File: src/rtl/mux_scan_ctrl_if.sv
// Scan controller bus: request/mask in, mux select and sampled value,
// snapshot out over a valid/ready handshake.
interface mux_scan_ctrl_if;
   logic       start;
   logic [7:0] mask;
   logic [2:0] sel;
   logic       y;
   logic       busy;
   logic [7:0] snap;
   logic       snap_valid;
   logic       snap_ready;

   // Controller side
   modport master (
      input  start, mask, y, snap_ready,
      output sel, busy, snap, snap_valid
   );

   // Requester / mux / downstream side
   modport slave (
      output start, mask, y, snap_ready,
      input  sel, busy, snap, snap_valid
   );
endinterface

File: src/rtl/mux_scan_ctrl.sv
// Steps an 8:1 mux select across the enabled channels in ascending order,
// waits SETTLE cycles per channel, samples y, and hands the assembled
// snapshot downstream with valid/ready.
module mux_scan_ctrl #(
   parameter int unsigned SETTLE = 1
) (
   input logic             clk,
   input logic             rst_n,
   mux_scan_ctrl_if.master bus
);

   typedef enum logic [1:0] {IDLE, SCAN, HOLD} state_t;

   localparam logic [3:0] SETTLE_C = 4'(SETTLE);

   state_t     state_q, state_d;
   logic [2:0] sel_q, sel_d;
   logic [3:0] cnt_q, cnt_d;
   logic [7:0] mask_q, mask_d;
   logic [7:0] shadow_q, shadow_d;
   logic [7:0] snap_q, snap_d;

   logic       first_hit, next_hit;
   logic [2:0] first_ch, next_ch;
   logic [7:0] shadow_upd;

   // Channel search: lowest enabled channel of the incoming mask, and the
   // lowest enabled channel above the current one in the latched mask.
   always_comb begin
      first_hit = 1'b0;
      first_ch  = '0;
      next_hit  = 1'b0;
      next_ch   = '0;
      for (int unsigned i = 8; i > 0; i--) begin
         if (bus.mask[3'(i - 1)]) begin
            first_hit = 1'b1;
            first_ch  = 3'(i - 1);
         end
         if (mask_q[3'(i - 1)] && ((i - 1) > 32'(sel_q))) begin
            next_hit = 1'b1;
            next_ch  = 3'(i - 1);
         end
      end
   end

   // Shadow with the current channel's sample merged in.
   always_comb begin
      shadow_upd        = shadow_q;
      shadow_upd[sel_q] = bus.y;
   end

   // Next-state and datapath update.
   always_comb begin
      state_d  = state_q;
      sel_d    = sel_q;
      cnt_d    = cnt_q;
      mask_d   = mask_q;
      shadow_d = shadow_q;
      snap_d   = snap_q;
      case (state_q)
         IDLE: begin
            if (bus.start) begin
               mask_d = bus.mask;
               if (first_hit) begin
                  state_d  = SCAN;
                  sel_d    = first_ch;
                  cnt_d    = SETTLE_C;
                  shadow_d = '0;
               end else begin
                  state_d = HOLD;
                  snap_d  = '0;
               end
            end
         end
         SCAN: begin
            if (cnt_q == 4'd1) begin
               shadow_d = shadow_upd;
               if (next_hit) begin
                  sel_d = next_ch;
                  cnt_d = SETTLE_C;
               end else begin
                  state_d = HOLD;
                  snap_d  = shadow_upd;
                  cnt_d   = '0;
               end
            end else begin
               cnt_d = cnt_q - 4'd1;
            end
         end
         HOLD: begin
            if (bus.snap_ready) begin
               state_d = IDLE;
               sel_d   = '0;
            end
         end
         default: begin
            state_d = IDLE;
            sel_d   = '0;
         end
      endcase
   end

   // State and datapath registers with synchronous active-low reset.
   always_ff @(posedge clk) begin
      if (!rst_n) begin
         state_q  <= IDLE;
         sel_q    <= '0;
         cnt_q    <= '0;
         mask_q   <= '0;
         shadow_q <= '0;
         snap_q   <= '0;
      end else begin
         state_q  <= state_d;
         sel_q    <= sel_d;
         cnt_q    <= cnt_d;
         mask_q   <= mask_d;
         shadow_q <= shadow_d;
         snap_q   <= snap_d;
      end
   end

   assign bus.sel        = sel_q;
   assign bus.busy       = (state_q != IDLE);
   assign bus.snap_valid = (state_q == HOLD);
   assign bus.snap       = snap_q;

endmodule

File: src/flat_wrapper.sv
// flat-port wrapper written by rule: the top's interface ports become plain ports
module mux_scan_ctrl_flat 
#(
   parameter int unsigned SETTLE = 1
)
  (clk, rst_n, bus_start, bus_mask, bus_y, bus_snap_ready, bus_sel, bus_busy, bus_snap, bus_snap_valid);
  mux_scan_ctrl_if bus_i ();
  input logic clk;
  input logic rst_n;
  input wire logic [$bits(bus_i.start)-1:0] bus_start;
  input wire logic [$bits(bus_i.mask)-1:0] bus_mask;
  input wire logic [$bits(bus_i.y)-1:0] bus_y;
  input wire logic [$bits(bus_i.snap_ready)-1:0] bus_snap_ready;
  output wire logic [$bits(bus_i.sel)-1:0] bus_sel;
  output wire logic [$bits(bus_i.busy)-1:0] bus_busy;
  output wire logic [$bits(bus_i.snap)-1:0] bus_snap;
  output wire logic [$bits(bus_i.snap_valid)-1:0] bus_snap_valid;
  assign bus_i.start = bus_start;
  assign bus_i.mask = bus_mask;
  assign bus_i.y = bus_y;
  assign bus_i.snap_ready = bus_snap_ready;
  assign bus_sel = bus_i.sel;
  assign bus_busy = bus_i.busy;
  assign bus_snap = bus_i.snap;
  assign bus_snap_valid = bus_i.snap_valid;
  mux_scan_ctrl #(.SETTLE(SETTLE)) u_core (.clk(clk), .rst_n(rst_n), .bus(bus_i));
endmodule
File: config.mk
export PLATFORM = sky130hd
export DESIGN_NAME = mux_scan_ctrl_flat
export DESIGN_NICKNAME = d
export VERILOG_FILES = /design/src/rtl/mux_scan_ctrl_if.sv /design/src/rtl/mux_scan_ctrl.sv /design/src/flat_wrapper.sv
export SDC_FILE = /design/constraint.sdc
export NUM_CORES = 1
export LEC_CHECK = 0
export CAP_MARGIN = 30
export CORE_MARGIN = 2
export CORE_UTILIZATION = 30
export CTS_CLUSTER_SIZE = 12
export DETAILED_ROUTE_END_ITERATION = 10
export GPL_TIMING_DRIVEN = 0
export SLEW_MARGIN = 15
export SYNTH_ARGS = -nofsm -noshare
export SYNTH_HDL_FRONTEND = slang
export SYNTH_SLANG_ARGS = --single-unit
export TNS_END_PERCENT = 50
File: constraint.sdc
create_clock -name clk -period 1.8 [get_ports clk]
set_input_delay 0.27 -clock clk [delete_from_list [all_inputs] [get_ports clk]]
set_output_delay 0.27 -clock clk [all_outputs]
set_load 0.005 [all_outputs]
== Yosys cells after proc, flatten, opt, wreduce, memory -nomap -nowiden ==
Index checks and enable logic that the tools add are counted.
Storage, ports and cells
  register bits: 33
  latch bits: 0
  memory bits (writable): 0
  bits in read-only memories: 0
  input port bits: 13
  output and inout port bits: 13
  word-level logic and storage cells: 102
  memories: 0
Cells by class
  add/sub/neg operators: 1
  multiply operators: 0
  div/mod/pow operators: 0
  order comparisons: 9
  eq/ne operators: 10
  shifts and indexed selects: 0
  muxes and demuxes: 59
  bitwise gates (word level): 0
  reduce and logical (&&, ||, !) cells: 17
Operators by type and width (number)
  3-bit 2-to-1 mux: 20
  8-bit 2-to-1 mux: 7
  8-bit case mux with 2 select lines: 2
  1-bit 2-to-1 mux: 17
  3-bit greater-than comparator (first input constant): 4
  4-bit 2-to-1 mux: 3
  2-bit 2-to-1 mux: 5
  5-bit AND reduction: 2
  3-bit case mux with 3 select lines: 1
  8-bit bitwise mux: 1
  1-bit logical AND: 8
  2-bit inequality test (second input constant): 4
  4-bit case mux with 2 select lines: 1
  4-bit AND reduction: 2
  2-bit by 3-bit greater-than comparator with 1-bit output (first input constant): 2
  2-bit by 1-bit inequality test with 1-bit output (second input constant): 3
  2-bit case mux with 3 select lines: 1
  4-bit by 1-bit equality test with 1-bit output (second input constant): 1
  3-bit by 4-bit less-than comparator with 1-bit output (second input constant): 1
  2-bit nonzero test: 2
  4-bit by 1-bit subtractor with 4-bit output (second input constant): 1
  1-bit demux with 3-bit select: 1
  3-bit by 1-bit greater-or-equal comparator with 1-bit output (second input constant): 1
  1-bit by 3-bit greater-than comparator with 1-bit output (first input constant): 1
  other kinds (5): 5

== Depth between registers and ports, before layout ==
Gate-level depths: netlist of run 1.
  word-level depth: 12
  gate-level depth with buffers: 7

== Least setup slack after synthesis of run 1 ==
OpenSTA, ideal clock, no wires.
  kind: register to register
  start: reg u_core.sel_q[2], in the netlist u_core.bus.sel[2]
  end: reg u_core.snap_q[0], in the netlist u_core.bus.snap[0]
  library setup time: 0.131 ns
  arrival time: 1.351 ns
  required time: 1.669 ns
  path slack: 0.317 ns
  stages on the path, launching flop included: 6
  path buffers: 0
  clock period less this slack: 1.483 ns
  cell sequence: dfxtp_1 > nand2_1 > o22ai_2 > nand4_2 > a221oi_4 > o21ai_0
Between the ends
  word-level cells in the longest chain between the ends: 11
  elaborated cells on any way between the ends: 32
  those cells by class: order compare (9); eq/ne (1); mux (13); reduce/logical (9)
Ends and longest elaborated chain
  from (decl): line mux_scan_ctrl.sv:17  | logic [2:0] sel_q, sel_d;
  from (signal assigned): line mux_scan_ctrl.sv:114  | sel_q <= sel_d;
  3-bit greater-than comparator: line mux_scan_ctrl.sv:39  | if (mask_q[3'(i - 1)] && ((i - 1) > 32'(sel_q))) begin
  1-bit logical AND: line mux_scan_ctrl.sv:39
  1-bit 2-to-1 mux (7 in a row): line mux_scan_ctrl.sv:39
  2-bit inequality test (no line)
  5-bit AND reduction (no line)
  to (signal assigned): line mux_scan_ctrl.sv:118  | snap_q <= snap_d;
  to (decl): line mux_scan_ctrl.sv:21  | logic [7:0] snap_q, snap_d;
Several ways; a longest one is shown, not always the timed one. The select of a mux whose other input is x is not followed.
A chain may end at the register's enable or synchronous reset.

== Worst setup path in the final report of run 1 ==
  start: reg u_core.state_q[0]
  end: out bus_snap_valid
Between the ends
  word-level cells in the longest chain between the ends: 1
Ends and longest elaborated chain
  from (decl): line mux_scan_ctrl.sv:16  | state_t state_q, state_d;
  from (signal assigned): line mux_scan_ctrl.sv:113  | state_q <= state_d;
  2-bit equality test: line mux_scan_ctrl.sv:124  | assign bus.snap_valid = (state_q == HOLD);
  to (decl): line flat_wrapper.sv:17  | output wire logic [$bits(bus_i.snap_valid)-1:0] bus_snap_valid;
Every way passes these cells.

==> impl_metrics.json, run 1 <==
{
  "finalSetupTns_ns": 0,
  "clk_pin_slew_worst_paths_ns": 0.07,
  "syn_to_final_growth_pct": 26.4,
  "grt_pass1_vias": 1652,
  "drt_iter0_markers": 95,
  "crit_arrival_ns": 1.48,
  "finalNetCount": 283,
  "power_frac_clock_pct": 30.9,
  "fp.dieW_um": 82.6,
  "grt_overflow": 0,
  "synthArstFlopShare_pct": 0,
  "vias": 1787,
  "critPathCaptureType": "output port",
  "via_per_inst": 5.19,
  "fillers": 629,
  "seq_area_frac_synth_pct": 34.5,
  "numPortBuffers": 23,
  "diodes": 0,
  "io_pins": 26,
  "synth_area_um2": 1850,
  "hold_slack_ns": 0.313,
  "min_delay_path_depth": 3,
  "maxSlewHeadroom_pct": 65.7,
  "avgRoutedWirePerCell_um": 14.2,
  "p_int_uw": 1300,
  "power_switching_uw": 626,
  "rsz0062_at_grt": "true",
  "start_util_pct": 31.1,
  "ys_warn_count": 0,
  "synth_cells": 235,
  "syn_nets": 250,
  "ys_seq_elements": 32,
  "layout.cells.non_filler": 344,
  "dp_cells": 333,
  "grt_use_total_pct": 15.1,
  "max_slew.worst_pin.slew_ns": 0.514,
  "finalCriticalPeriod_ns": 1.75,
  "root_buffer": "clkbuf_8",
  "cts_buffer_depth": 2,
  "min_period_over_period_pct": 97.4,
  "place_area_um2": 2180,
  "finalSetupViolCount": 0,
  "design_area_um2": 2340,
  "wirelength_um": 4880,
  "drive_above_1_share_pct": 13.8,
  "grt_antenna_before_repair": 0,
  "cts-buffers-inserted": 5,
  "slew_viol_final": 0,
  "peakVddDrop_v": 0.000381,
  "drc_errors": 0,
  "cts_hold_buffers": 0,
  "ant_nets": 0,
  "max-cap-violations": 0,
  "dp_hpwl_um": 3390,
  "tritoncts": "built",
  "gp_congestion": 0.824,
  "max_clock_freq_ghz": 0.570,
  "yosysUniqueCellTypes": 55,
  "drtPass1Iterations": 4,
  "critPathMaxFanout": 10,
  "fin_skew_ns": 0.00400,
  "core_area_um2": 5960,
  "switching_share_pct": 32.4,
  "grt_max_degree": 11,
  "clk_latency_ns": 0.29,
  "syn_area_per_cell_um2": 7.89,
  "die_h_um": 82.6,
  "seqPwrFrac_pct": 40.9,
  "synth-edff-count": 0,
  "worst_r2r_path_depth": 8,
  "required_ns": 1.53,
  "htree_num_levels": 2,
  "synth_flop_cell": "dfxtp_1",
  "criticalPathCategory": "flop to output port",
  "clkSinkCount": 32,
  "final_common_cell": "nand2_1",
  "start_kind": "flop",
  "die_area_um2": 6830,
  "status": "finished clean",
  "hold_violations": 0,
  "grt_pass1_wl_um": 7800,
  "final_cell_mix": "32 x nand2_1, 29 x dfxtp_1, 27 x nor2_1, 23 x a21oi_1, 20 x clkdlybuf4s50_1",
  "power_density_nw_per_um2": 824,
  "rows": 28,
  "p_leak_uw": 0.000878,
  "hp-class": "primary input to flop",
  "comb_power_share_pct": 28.2
}
## what timing repair did
item	4_1_cts	5_1_grt
endpoints found under the setup margin	10	25
resized for setup	2	10
pin swaps	1	3
setup buffers	2	1
## state kept, by name, summed over array words and instances, names as in the netlist
| register | count |
|---|---|
| u_core.state_q | 2 |
| u_core.mask_q | 7 |
| u_core.bus.snap | 8 |
| u_core.cnt_q | 4 |
| u_core.bus.sel | 3 |
| u_core.shadow_q | 8 |
## Yosys cell counts (all sizes together) (4+ instances only)
| cell type | count | area (µm²) |
|---|---|---|
| buf | 8 | 51.3 |
| nor2 | 28 | 108 |
| nand2 | 33 | 124 |
| o21ai | 19 | 98.8 |
| clkbuf | 6 | 22.5 |
| mux2i | 9 | 90.1 |
| a21oi | 23 | 115 |
| nor2b | 7 | 43.8 |
| nand3 | 13 | 65.1 |
| nand2b | 4 | 25.0 |
| nor3b | 4 | 35.0 |
| dfxtp | 32 | 641 |
## final timing paths
kind	from	end	slack, ns
worst max-delay path	u_core.state_q[0]$_SDFFE_PN0P_	bus_snap_valid	0.05
worst min-delay path	rst_n	u_core.bus.snap[3]$_SDFFE_PN0P_	0.31
worst max register to register	u_core.cnt_q[1]$_SDFFE_PN0P_	u_core.cnt_q[0]$_SDFFE_PN0P_	0.09
worst min register to register	u_core.bus.snap[6]$_SDFFE_PN0P_	u_core.bus.snap[6]$_SDFFE_PN0P_	0.46
## routing by layer
| metal | global-route usage, % | vias up | part of all wire [%] |
|---|---|---|---|
| met5 | 0 | - | 0 |
| met4 | 4.92 | 0 | 0.96 |
| met3 | 3.04 | 6 | 4.7 |
| met2 | 24.9 | 36 | 46 |
| met1 | 19.7 | 843 | 48 |
| li1 | - | 902 | - |
## final cells by class
class,count,area (µm²),area share [%]
clock buffers,7,86.3,3.68
flip-flops and latches,32,644,27.5
well taps,75,93.8,4.00
inverters,4,15.0,0.641
multi-input cells,185,1150,48.9
plain buffers,14,77.6,3.31
repair buffers,26,273,11.6
clock inverters,1,7.51,0.320
## power by group through the flow
stage               clock network (µW)  registers, µW  logic, µW
floorplan                            0            793        356
detailed placement                   0            801        507
CTS                                612            784        517
finish                             596            790        545
global placement                     0            799        502
global route                       633            797        592
## logic make-up after synthesis
| group | after synthesis | synth area share (%) |
|---|---|---|
| AO/OA/AOI/OAI | 65 | 24.1 |
| AND/OR/NAND/NOR | 109 | 30.4 |
| buffers and inverters | 18 | 4.79 |
| flip-flops | 32 | 34.5 |
| multiplexers | 9 | 4.86 |
| adder cells (fa/ha/maj) | 2 | 1.35 |
## critical path: stages, from the launching register on
cell and delay (ns):
dfxtp_1 0.41, buf_2 0.28, nor2b_1 0.07, clkdlybuf4s50_1 0.44
## through the flow
| step | utilization, % | setup slack [ns] | total power (µW) |
|---|---|---|---|
| after detailed placement | 36.6 | -0.386 | 1310 |
| final | 39.3 | 0.0462 | 1930 |
| after CTS | 38.5 | 0.00913 | 1910 |
| after global placement | 36.6 | -0.339 | 1300 |
| after global routing | 39.3 | -0.0583 | 2020 |
| after floorplan | - | 0.317 | 1150 |
(Power assumes the default switching activity.)
==> run 2, diff against run 1 <==
- CAP_MARGIN: 30 -> 0
- CTS_CLUSTER_SIZE: 12 -> 30
- TNS_END_PERCENT: 50 -> 100
==> run 2 against run 1 <==
Compared with the run above:
- register-to-register slack about the same
- cell count is the same
- utilization rose by 0.15 points
- hold slack lost 0.0030 ns
- setup slack gained 0.027 ns
- highest routed layer unchanged
- critical path depth did not move
- largest power group unchanged
- fmax rose by 1.5%
- combinational power hardly changed
- first-iteration DRC count unchanged
- critical path type unchanged
- final area increased by 0.37%
==> impl_metrics.json, run 2 (synthesis gave the netlist of run 1 again) <==
{
  "status": "finished clean",
  "maxSlewHeadroom_pct": 65.6,
  "grt_pass1_vias": 1652,
  "clk_pin_slew_worst_paths_ns": 0.07,
  "pre_cts_ws_ns": -0.386,
  "critPathCaptureType": "output port",
  "cts-buffers-inserted": 5,
  "htree_num_levels": 2,
  "wirelength_um": 4880,
  "grt_pass1_wl_um": 7800,
  "dp_cells": 333,
  "gp_congestion": 0.824,
  "hold_violations": 0,
  "final_cell_mix": "32 x nand2_1, 28 x dfxtp_1, 27 x nor2_1, 23 x a21oi_1, 20 x clkdlybuf4s50_1",
  "grt_overflow": 0,
  "rr_endpoint": "u_core.cnt_q[0]$_SDFFE_PN0P_",
  "place_area_um2": 2180,
  "fin_skew_ns": 0.00567,
  "max_slew.worst_pin.slew_ns": 0.516,
  "tritoncts": "built",
  "clkSinkCount": 32,
  "root_buffer": "clkbuf_8",
  "grt_antenna_before_repair": 0,
  "finalSetupTns_ns": 0,
  "required_ns": 1.53,
  "grt_max_degree": 11,
  "crit_arrival_ns": 1.46,
  "dp_hpwl_um": 3390,
  "p_leak_uw": 0.000880,
  "die_area_um2": 6830,
  "io_pins": 26,
  "drt_iter0_markers": 95,
  "min_delay_path_depth": 3,
  "rows": 28,
  "regToRegSetupSlack_ns": 0.08,
  "power_density_nw_per_um2": 824,
  "hp-class": "primary input to flop",
  "finalSetupViolCount": 0,
  "ant_nets": 0,
  "vias": 1781,
  "fp.dieW_um": 82.6,
  "diodes": 0,
  "clk_latency_ns": 0.29,
  "final_common_cell": "nand2_1",
  "worst_r2r_path_depth": 8,
  "syn_to_final_growth_pct": 26.9,
  "start_kind": "flop",
  "start_util_pct": 31.1,
  "finalNetCount": 283,
  "finalCriticalPeriod_ns": 1.73,
  "criticalPathCategory": "flop to output port",
  "fillers": 628,
  "die_h_um": 82.6,
  "rsz0062_at_grt": "true",
  "slew_viol_final": 0,
  "core_area_um2": 5960,
  "max-cap-violations": 0,
  "drc_errors": 0,
  "layout.cells.non_filler": 344,
  "peakVddDrop_v": 0.000383,
  "via_per_inst": 5.18,
  "power_uw": 1940,
  "design_area_um2": 2350,
  "cts_hold_buffers": 0,
  "drive_above_1_share_pct": 14.1,
  "min_period_over_period_pct": 95.9,
  "critPathMaxFanout": 10,
  "setup_ws_ns": 0.0729,
  "numPortBuffers": 23,
  "crit-reg2reg-launch": "u_core.cnt_q[1]$_SDFFE_PN0P_",
  "cts_buffer_depth": 2,
  "grt_use_total_pct": 15.1,
  "avgRoutedWirePerCell_um": 14.2,
  "drtPass1Iterations": 4,
  "hold_path_end": "u_core.bus.snap[3]$_SDFFE_PN0P_",
  "max_clock_freq_ghz": 0.579,
  "min_from": "rst_n"
}
==> run 2: cell count changes in the layout (fill, tap and decap cells not counted) <==
cell | previous run | this run
buf_4 | 2 | 4
buf_2 | 5 | 4
clkbuf_4 | 1 | 0
dfxtp_1 | 29 | 28
dfxtp_2 | 3 | 4
nor2_2 | 1 | 0
nor2_4 | 0 | 1
==> run 2: report_power, final <==
part           internal [µW]  switching, µW
Sequential               748           43.6
Combinational            249            298
Clock                    311            290
Total                   1310            631
==> run 2: repair_timing <==
| action | in CTS | in global routing |
|---|---|---|
| setup buffers | 2 | 1 |
| resized for setup | 2 | 15 |
| endpoints found under the setup margin | 10 | 25 |
| pin swaps | 1 | 3 |
==> run 2: cell type report <==
class                           count  area (µm²)  area share [%]
Inverter                            4        15.0           0.638
Multi-Input combinational cell    185        1150            48.9
Clock buffer                        7        86.3            3.67
Timing Repair Buffer               26         273            11.6
Tap cell                           75        93.8            3.99
Clock inverter                      1        7.51           0.319
Buffer                             14        80.1            3.40
Sequential cell                    32         646            27.4
==> run 2: through the flow <==
step,utilization (%),hold slack (ns)
detailed placement,36.6,0.450
global placement,36.6,0.448
CTS,38.5,0.310
finish,39.5,0.310
global route,39.5,0.331
floorplan,-,0.406
==> run 2: worst max-delay path by stage <==
| stage | cells past startpoint | end | slack [ns] | from |
|---|---|---|---|---|
| 2_1_floorplan | 5 | u_core.bus.snap[0]$_SDFFE_PN0P_ | 0.32 | u_core.bus.sel[2]$_SDFFE_PN0P_ |
| 3_3_place_gp | 5 | u_core.bus.snap[1]$_SDFFE_PN0P_ | -0.34 | bus_mask[4] |
| 3_5_place_dp | 5 | u_core.bus.snap[0]$_SDFFE_PN0P_ | -0.39 | bus_mask[4] |
| 4_1_cts | 6 | u_core.cnt_q[3]$_SDFFE_PN0P_ | 0.009 | bus_mask[4] |
| 5_1_grt | 8 | u_core.shadow_q[5]$_SDFFE_PN0P_ | -0.06 | u_core.cnt_q[1]$_SDFFE_PN0P_ |
| 6_report | 3 | bus_snap_valid | 0.07 | u_core.state_q[1]$_SDFFE_PN0P_ |
==> run 2: worst max-delay path, stage by stage, from the launching register on <==
cell and delay [ns]:
dfxtp_1 0.33, buf_4 0.19, nor2b_1 0.14, clkdlybuf4s50_1 0.50
==> run 2: routing by layer <==
layer	wire length (µm)	GRT usage (%)
met3	220	3.04
met5	0	0
met2	2290	24.9
met4	50	4.92
met1	2320	19.7
==> run 3, diff against run 2 <==
- clock period: 1.8 -> 1.43 ns (I/O delays scaled with it)
==> run 3 against run 2 <==
Compared with the run above:
- the run now ends with negative setup slack left
- first-iteration DRC count down 6.3%
- die area is the same
- largest cell class unchanged
- utilization grew 6.4 points
==> impl_metrics.json, run 3 (synthesis gave the netlist of run 1 again) <==
{
  "grt_pass1_wl_um": 8490,
  "root_buffer": "clkbuf_8",
  "rr_endpoint": "u_core.cnt_q[0]$_SDFFE_PN0P_",
  "max_slew.worst_pin.slew_ns": 0.541,
  "htree_num_levels": 2,
  "drive_above_1_share_pct": 35.9,
  "wirelength_um": 5320,
  "slew_viol_final": 0,
  "crit-reg2reg-launch": "u_core.bus.sel[0]$_SDFFE_PN0P_",
  "cp-startpoint": "u_core.bus.sel[0]$_SDFFE_PN0P_",
  "via_per_inst": 5.06,
  "rsz0062_at_grt": "true",
  "cts-buffers-inserted": 5,
  "finalNetCount": 304,
  "cts_buffer_depth": 2,
  "clk_pin_slew_worst_paths_ns": 0.07,
  "criticalPathCategory": "flop to flop",
  "syn_to_final_growth_pct": 47.3,
  "final_cell_mix": "29 x nand2_1, 24 x dfxtp_1, 23 x nor2_1, 21 x buf_4",
  "avgRoutedWirePerCell_um": 14.6,
  "pre_cts_ws_ns": -0.708,
  "worst_r2r_path_depth": 7,
  "min_period_over_period_pct": 114,
  "hold_slack_ns": 0.219,
  "regToRegSetupSlack_ns": -0.19,
  "diodes": 0,
  "max-cap-violations": 0,
  "status": "finished with violations",
  "gp_congestion": 0.788,
  "vias": 1846,
  "io_pins": 26,
  "grt_overflow": 0,
  "peakVddDrop_v": 0.000505,
  "start_util_pct": 31.1,
  "drtPass1Iterations": 4,
  "max_clock_freq_ghz": 0.616,
  "finalCriticalPeriod_ns": 1.62,
  "required_ns": 1.64,
  "crit_end": "u_core.cnt_q[0]$_SDFFE_PN0P_",
  "tritoncts": "built",
  "violations": "negative setup slack",
  "setup_ws_ns": -0.194,
  "core_area_um2": 5960,
  "power_density_nw_per_um2": 1010,
  "grt_use_total_pct": 16.5,
  "die_h_um": 82.6,
  "grt_pass1_vias": 1799,
  "start_kind": "flop",
  "critPathCaptureType": "flop",
  "fin_skew_ns": 0.00452,
  "clkSinkCount": 32,
  "numPortBuffers": 23,
  "drc_errors": 0,
  "finalSetupViolCount": 23,
  "cts_hold_buffers": 0,
  "crit_arrival_ns": 1.83,
  "hp-class": "primary input to flop",
  "ant_nets": 0,
  "dp_hpwl_um": 3340,
  "rows": 28,
  "clk_latency_ns": 0.29,
  "p_leak_uw": 0.00107,
  "final_common_cell": "nand2_1",
  "critPathMaxFanout": 7,
  "maxSlewHeadroom_pct": 63.9,
  "drt_iter0_markers": 89,
  "hold_violations": 0,
  "die_area_um2": 6830,
  "grt_antenna_before_repair": 0,
  "fp.dieW_um": 82.6,
  "grt_max_degree": 11
}
## run 3: cell count changes in the layout (fill, tap and decap cells not counted), moves of 4 or more
cell             change
dlygate4sd2_1        +6
dfxtp_4              +4
dfxtp_1              -4
o21ai_2              +7
nor2_1               -4
nor2_2               +4
o21ai_0             -11
a21oi_2             +10
buf_4               +17
buf_6                +6
a21oi_1             -10
clkdlybuf4s50_1      -7
## run 3: layout make-up
class                      instances  area [µm²]
fill                             607        3220
clock inverter                     2        35.0
clock buffer                       6        72.6
buffer                            14        97.6
multi-input combinational        185        1350
timing repair buffer              47         407
tap                               75        93.8
sequential                        32         661
inverter                           4        15.0
## run 3: worst min-delay path by stage
stage	end	cells past startpoint	startpoint	slack [ns]
floorplan	u_core.mask_q[3]$_SDFFE_PN0P_	2	bus_mask[3]	0.35
global placement	u_core.bus.snap[5]$_SDFFE_PN0P_	2	u_core.bus.snap[5]$_SDFFE_PN0P_	0.45
detailed placement	u_core.bus.snap[4]$_SDFFE_PN0P_	2	u_core.bus.snap[4]$_SDFFE_PN0P_	0.45
CTS	u_core.bus.snap[1]$_SDFFE_PN0P_	3	rst_n	0.26
global route	u_core.mask_q[4]$_SDFFE_PN0P_	3	bus_mask[4]	0.24
finish	u_core.mask_q[5]$_SDFFE_PN0P_	3	bus_mask[5]	0.22
## run 3: critical path, stage by stage (launching register included)
cell and delay (ns):
dfxtp_2 0.32, buf_6 0.13, a21bo_1 0.18, or2_4 0.27, and4_4 0.21, buf_6 0.13
a21o_1 0.15, a31oi_1 0.15
## run 3: report_power, final
| group | internal [µW] | switching [µW] | leakage (µW) | total (µW) |
|---|---|---|---|---|
| sequential | 944 | 60.9 | 0.000264 | 1010 |
| combinational | 429 | 459 | 0.000753 | 888 |
| clock | 517 | 339 | 0.0000552 | 856 |
| total | 1890 | 859 | 0.00107 | 2750 |
## run 3: what timing repair did
item | in CTS | in global routing
setup endpoints to repair | 28 | 27
buffers inserted | 14 | 10
gates cloned | 1 | 0
gates resized for setup | 55 | 44
pin swaps | 22 | 16
## run 3: per-layer routing
| metal | routed length, µm | vias to the layer above | share of wire (%) | track usage (%) |
|---|---|---|---|---|
| li1 | - | 938 | - | - |
| met1 | 2450 | 871 | 46 | 20.9 |
| met2 | 2600 | 30 | 49 | 28.5 |
| met3 | 192 | 7 | 3.6 | 3.15 |
| met4 | 81 | 0 | 1.5 | 4.43 |
| met5 | 0 | - | 0 | 0 |
## run 3: through the flow
stage	cell area (µm²)	power (µW)	cells	setup TNS (ns)	util, %
floorplan	1860	1450	235	-0.268	-
global placement	2180	1640	333	-13.60	36.7
detailed placement	2180	1640	333	-14.86	36.7
CTS	2540	2640	356	-2.03	42.7
global route	2730	2880	365	-4.70	45.9
finish	2730	2750	365	-2.72	45.9
